$ cat src/rtl/fta_io_responder32.sv
// FTA 32-bit bus responder: decodes one address window and serves a bank of
// control (R/W) and status (R/O) registers with one tagged response per request.
package fta_bus_pkg;
    typedef struct packed {
        logic        cyc;
        logic        stb;
        logic        we;
        logic [3:0]  sel;
        logic [31:0] padr;
        logic [31:0] dat;
        logic [3:0]  cid;
        logic [7:0]  tid;
    } fta_cmd_request32_t;

    typedef struct packed {
        logic [3:0]  cid;
        logic [7:0]  tid;
        logic [3:0]  pri;
        logic        stall;
        logic        next;
        logic        ack;
        logic        rty;
        logic        err;
        logic [31:0] adr;
        logic [31:0] dat;
    } fta_cmd_response32_t;
endpackage

module fta_io_responder32
    import fta_bus_pkg::*;
#(
    parameter logic [31:0] BASE        = 32'hFEE00000,
    parameter int          NREGS       = 8,
    parameter int          NRW         = 4,
    parameter int          WAIT_STATES = 0,
    parameter logic [3:0]  PRI         = 4'd7
) (
    input  logic                          clk_i,
    input  logic                          rst_i,
    input  fta_cmd_request32_t            req,
    output fta_cmd_response32_t           resp,
    output logic [NRW*32-1:0]             reg_o,
    input  logic [(NREGS-NRW)*32-1:0]     stat_i
);
    localparam int IW      = $clog2(NREGS);
    localparam int ADR_LSB = IW + 2;

    typedef enum logic [1:0] {S_IDLE, S_WAIT, S_ACK, S_DONE} state_t;

    state_t         r_state;
    state_t         w_state_next;
    logic [3:0]     r_wc;
    logic           r_we;
    logic [3:0]     r_sel;
    logic [31:0]    r_dat;
    logic [IW-1:0]  r_idx;
    logic [3:0]     r_cid;
    logic [7:0]     r_tid;
    logic [31:0]    r_adr;
    logic [31:0]    r_ctrl [NRW];

    logic           w_hit;
    logic           w_is_rw;
    logic [31:0]    w_words [NREGS];
    logic [31:0]    w_rdat;

    assign w_hit   = req.cyc & req.stb & (req.padr[31:ADR_LSB] == BASE[31:ADR_LSB]);
    assign w_is_rw = (32'(r_idx) < 32'(NRW));
    assign w_rdat  = w_words[r_idx];

    // Flat read view: control registers first, then status words.
    genvar gi;
    for (gi = 0; gi < NREGS; gi++) begin : g_words
        if (gi < NRW) begin : g_rw
            assign w_words[gi]      = r_ctrl[gi];
            assign reg_o[gi*32+:32] = r_ctrl[gi];
        end else begin : g_ro
            assign w_words[gi] = stat_i[(gi-NRW)*32+:32];
        end
    end

    always_comb begin
        w_state_next = r_state;
        unique case (r_state)
            S_IDLE: if (w_hit) w_state_next = (WAIT_STATES > 0) ? S_WAIT : S_ACK;
            S_WAIT: if (r_wc == 4'd1) w_state_next = S_ACK;
            S_ACK:  w_state_next = S_DONE;
            // Hold off until the master retires or retags, so a held request is served once.
            S_DONE: if (!req.cyc || (req.tid != r_tid)) w_state_next = S_IDLE;
            default: w_state_next = S_IDLE;
        endcase
    end

    always_ff @(posedge clk_i) begin
        if (rst_i) begin
            r_state <= S_IDLE;
            resp    <= '0;
            r_wc    <= '0;
            r_we    <= 1'b0;
            r_sel   <= '0;
            r_dat   <= '0;
            r_idx   <= '0;
            r_cid   <= '0;
            r_tid   <= '0;
            r_adr   <= '0;
            for (int k = 0; k < NRW; k++) r_ctrl[k] <= '0;
        end else begin
            r_state    <= w_state_next;
            resp       <= '0;
            resp.stall <= (r_state != S_IDLE) && w_hit;

            if (r_state == S_IDLE && w_hit) begin
                r_we  <= req.we;
                r_sel <= req.sel;
                r_dat <= req.dat;
                r_idx <= req.padr[ADR_LSB-1:2];
                r_cid <= req.cid;
                r_tid <= req.tid;
                r_adr <= req.padr;
                r_wc  <= 4'(WAIT_STATES);
            end

            if (r_state == S_WAIT) r_wc <= r_wc - 4'd1;

            if (r_state == S_ACK) begin
                resp.ack <= 1'b1;
                resp.cid <= r_cid;
                resp.tid <= r_tid;
                resp.adr <= r_adr;
                resp.pri <= PRI;
                resp.dat <= r_we ? 32'd0 : w_rdat;
                resp.err <= r_we && !w_is_rw;
                if (r_we && w_is_rw) begin
                    for (int k = 0; k < NRW; k++)
                        for (int b = 0; b < 4; b++)
                            if (r_idx == IW'(k) && r_sel[b])
                                r_ctrl[k][8*b+:8] <= r_dat[8*b+:8];
                end
            end
        end
    end
endmodule

$ cat config.mk
export PLATFORM = sky130hd
export DESIGN_NAME = fta_io_responder32
export DESIGN_NICKNAME = d
export VERILOG_FILES = /design/src/rtl/fta_io_responder32.sv
export SDC_FILE = /design/constraint.sdc
export NUM_CORES = 1
export LEC_CHECK = 0
export CORE_ASPECT_RATIO = 1.75
export CORE_MARGIN = 1.5
export CORE_UTILIZATION = 35
export CTS_CLUSTER_DIAMETER = 60
export DETAILED_ROUTE_END_ITERATION = 10
export PLACE_DENSITY = 0.78
export SYNTH_ARGS = -nofsm -noshare
export SYNTH_HDL_FRONTEND = slang
export SYNTH_SLANG_ARGS = --single-unit
$ cat constraint.sdc
create_clock -name clk_i -period 2.6 [get_ports clk_i]
set_clock_uncertainty 0.15 [all_clocks]
set_input_delay 0.78 -clock clk_i [delete_from_list [all_inputs] [get_ports clk_i]]
set_output_delay 0.78 -clock clk_i [all_outputs]
set_load 0.01 [all_outputs]
# [Word-level counts from Yosys, hierarchy flattened]
# Memories as Yosys holds them, arrays and structs flattened.
# Index checks and enable logic that the tools add are counted.
[totals] regBits=175 mem_bits_rw=128 inputBits=213 out_inout_bits=213 elab_cells=194 n_memories=1
[classes] n_addsub=1 magnitude_cmp=2 eq_ne=12 muxes=109 bitwise_logic=20 reduce_logical=30
[memory_table] memory="r_ctrl" depth=4 width=32 rd=4 rd_clocked_by_memory_dff=0 wr=4 line_no="60" source="logic [31:0] r_ctrl [NRW];"
[ops] operator="8-bit 2-to-1 mux" count=16
[ops] operator="32-bit binary-select mux with 3-bit select" count=1
[ops] operator="1-bit 2-to-1 mux" count=83
[ops] operator="32-bit 2-to-1 mux" count=2
[ops] operator="27-bit equality test, second input constant" count=1
[ops] operator="1-bit logical AND" count=20
[ops] operator="16-bit 2-to-1 mux" count=1
[ops] operator="1-bit OR" count=16
[ops] operator="4-bit 2-to-1 mux" count=2
[ops] operator="8-bit inequality test" count=1
[ops] operator="2-bit one-hot mux with 4 select lines" count=1
[ops] operator="3-bit by 2-bit equality test with 1-bit output, second input constant" count=2
[ops] operator="2-bit 2-to-1 mux" count=3
[ops] operator="2-bit inequality test, second input constant" count=3
[ops] operator="2-bit equality test, second input constant" count=2
[ops] operator="4-bit by 1-bit equality test with 1-bit output, second input constant" count=1
[ops] operator="4-bit greater-or-equal comparator, second input constant" count=1
[ops] operator="3-bit NOT with 4-bit output" count=1
[ops] operator="2-bit nonzero test" count=2
[ops] operator="4-bit by 1-bit subtractor with 4-bit output, second input constant" count=1
[ops] operator="3-bit by 1-bit equality test with 1-bit output, second input constant" count=1
[ops] operator="3-bit logical NOT" count=1
[ops] operator="3-bit < comparator, second input constant" count=1
[ops] operator="3-bit AND reduction" count=1
[ops] operator="8 further kinds" count=10

# [Depth between registers and ports, before layout]
[depth] word_depth=8 mapped_depth=6 depth_no_buf=5

# [Worst setup path after synthesis]
# No wires, ideal clock.
[synth_path] path_type="in2reg" start="in req[61] (netlist name)" end="reg r_adr[0]" setup_time_ps=72 t_arrival_ps=2379 required_time_ps=2378 path_slack_ps=0 stages=6 path_buffers=2 cell_sequence="or4b_4 nor4_4 and4bb_1 buf_6 buf_12 mux2i_1"
[synth_via] elab_chain_cells=3
[synth_rtl] item="start, declared" line_no="40" source="input fta_cmd_request32_t req,"
[synth_rtl] item="27-bit equality test" line_no="67" source="assign w_hit = req.cyc & req.stb & (req.padr[31:ADR_LSB] == BASE[31:ADR_LSB]);"
[synth_rtl] item="1-bit bitwise AND" line_no="67"
[synth_rtl] item="1-bit logical AND" line_no="112" source="if (r_state == S_IDLE && w_hit) begin"
[synth_rtl] item="end signal, assigned" line_no="119" source="r_adr <= req.padr;"
[synth_rtl] item="end, declared" line_no="59" source="logic [31:0] r_adr;"
# No other way between the ends.
# A chain may end at the register's enable or synchronous reset.

# [Final worst setup path]
[layout_path] start="in req[61] (netlist name)" end="reg r_dat[20]"
[layout_via] elab_chain_cells=3
[layout_rtl] item="27-bit equality test" line_no="67"
[layout_rtl] item="1-bit bitwise AND" line_no="67"
[layout_rtl] item="1-bit logical AND" line_no="112"
[layout_rtl] item="end signal, assigned" line_no="115" source="r_dat <= req.dat;"
[layout_rtl] item="end, declared" line_no="55" source="logic [31:0] r_dat;"
# No other way between the ends.

==> reports/metrics.yaml <==
num_vias: 8928
maxCapViolCount: 0
drive_gt1_frac: 0.126
crit_type: "in2reg"
synth-async-reset-ratio: 0
hold_depth: 1
drt_iter0_drc: 318
cp_top_family: "simple AND/OR/NAND/NOR gates"
r2r_cells: 3
hold_path.class: "reg2reg"
ir_drop_v: 0.000560
portBuffers: 422
hpwlAfterDp_um: 28300
grt_pass1_wl_um: 54700
synth_cell_type_count: 46
cp_slowest_cell: "or4b_4"
cp.arrival_ns: 2.88
htree_levels: 1
avgViaCountPerCell: 4.77
fp.dieW_um: 147
io_pins: 426
critPathCaptureType: "flop"
hold_ws_ns: 0.296
rrSetupSlack_ns: 0.41
gp_congestion: 0.863
p_leak_nw: 6.38
clkTransAtPathRegs_ns: 0.07
cp.buffers_inverters: 3
clock-sinks: 294
syn_to_final_growth_pct: 46.6
drtAntennaViolNets: 0
ctsRootBufferMaster: "clkbuf_16"
fin_crit_ns: 2.55
syn_area_per_cell_um2: 13.3
finalInstanceArea_um2: 18500
antenna_found_initial: 0
hold_viol_final: 0
synthTopCellsByCount: "and2_1 (172), dfxtp_1 (166), edfxtp_1 (128)"
synthTopCellsByArea: "edfxtp_1 (30%), dfxtp_1 (26%), mux4_2 (11%)"
rows: 91
drv_slew: 0
period_share: 0.983
setup_violations: 0
r2r-start: "r_adr[4]"
core_area_um2: 35400
synth_top_area_frac: 0.304
wl_um: 38100
clk-insertion-delay-late_ns: 0.56
synth-seq-area-share: 0.568
cpPeakStageDelay_ns: 0.56
nets: 1598
wl_per_cell_um: 20.4
die_h_um: 254
yosysTopAreaCell: "edfxtp_1"
die-area_um2: 37300
critPathLaunchType: "input port"
fill_cells: 3002
synth_seq_cells: 294
cts.path.max_buffers: 3
drc: 0
dpl-instance-area_um2: 17400
cp_max_fo: 7
initial_core_util: 0.357
path_cells: "clkdlybuf4s50_1, or4b_4, nor4_4, and4bb_4, buf_4, buf_12, mux2i_1"
grt_max_degree: 61
netlist_area_um2: 12600
relSlewSlack: 0.335
fmaxAchievable_mhz: 391
grt.total_usage: 0.193
cts_buffers: 27
cp.depth: 7
synth_edf_count: 128
setup.worst_path.start: "req[61]"
crit_required_ns: 2.92
yosysWarnings: 0
power.density_nw_per_um2: 563
grt_pass1_vias: 9205
synth_most_common_cell: "and2_1"
synth_ff_type: "dfxtp_1"
status: "completed"
max_slew.worst_pin.slew_ns: 0.996
min_from: "r_adr[14]"
setup_tns_ns: 0
drt-pass1-iter-count: 4
netlist_instances: 952
grt_remaining_overflow: 0
cts_tree: "done"
layout by cell type (no fill, tap or decap), drive strengths merged, types with 2 or more instances in the layout:
| master | count |
|---|---|
| and3 | 2 |
| inv | 6 |
| o21bai | 16 |
| or2 | 5 |
| xnor2 | 8 |
| nand3 | 3 |
| nor3b | 19 |
| clkdlybuf4s50 | 421 |
| ha | 2 |
| nand4 | 2 |
| nand2b | 112 |
| nor2 | 54 |
| edfxtp | 128 |
| mux4 | 64 |
| dfxtp | 166 |
| and4bb | 2 |
| clkbuf | 42 |
| or3 | 2 |
| bufinv | 5 |
| buf | 38 |
| and2 | 172 |
| nand2 | 8 |
| or4 | 2 |
| mux2i | 86 |
| nand4b | 3 |
| o21ba | 10 |
| conb | 3 |
| clkinv | 3 |
| a21oi | 5 |
state kept, by name (all words and copies together), names as in the netlist:
name	count
r_adr	30
r_wc	4
r_sel	4
resp	79
r_ctrl	128
r_cid	4
r_dat	32
r_tid	8
r_we	1
r_idx	2
r_state	2
final timing paths:
| kind | to |
|---|---|
| max | r_dat[20] |
| min | resp[46] |
| max reg2reg | r_ctrl[0][21] |
| min reg2reg | resp[46] |
metal layers:
metal / GRT usage / share of wire
met5: 0 / 0
met4: 0.0733 / 0.032
met3: 0.0311 / 0.050
met2: 0.383 / 0.56
met1: 0.201 / 0.35
final cells by class:
cell class,instances,area (um^2),share of cell area
Multi-Input combinational cell,594,5100,0.276
Timing Repair Buffer,463,4650,0.251
Clock buffer,38,791,0.0427
Clock inverter,12,199,0.0107
Tap cell,465,582,0.0314
Sequential cell,294,7180,0.387
Antenna cell,1,2.50,0.000135
Inverter,3,11.3,0.000608
report_power, final:
| group | total, mW | switching [mW] | leakage, nW | internal [mW] |
|---|---|---|---|---|
| clock network | 4.40 | 1.77 | 0.489 | 2.63 |
| registers | 5.02 | 0.0825 | 2.55 | 4.93 |
| logic | 0.999 | 0.359 | 3.33 | 0.640 |
cell families (layout without fill, tap and decap cells):
kind of cell / count (synthesis) / in the layout / synth area share
XOR/XNOR: 9 / 9 / 0.00624
flip-flops: 294 / 294 / 0.568
AO/OA/AOI/OAI: 37 / 37 / 0.0236
AND/OR/NAND/NOR: 392 / 392 / 0.187
multiplexers: 151 / 151 / 0.183
adder cells (fa/ha/maj): 2 / 2 / 0.00198
buffers and inverters: 66 / 516 / 0.0297
other: 1 / 4 / 0.000297
repair_timing:
action	CTS	global route
buffers inserted	0	3
endpoints found under the setup margin	2	22
gates cloned	0	4
pin swaps	2	2
resized for setup	0	1
hold buffers	0	0
metrics by stage:
stage	cells	total power [mW]	worst slack, ns	utilization
final	1870	10.4	0.0452	0.523
after global routing	1869	10.7	-0.0135	0.523
after CTS	1862	10.5	0.0384	0.519
after floorplan	954	5.43	0.00208	-
after global placement	1812	6.11	-0.528	0.491
after detailed placement	1812	6.13	-0.602	0.491
No activity file was read; power rests on OpenSTA's default activity.
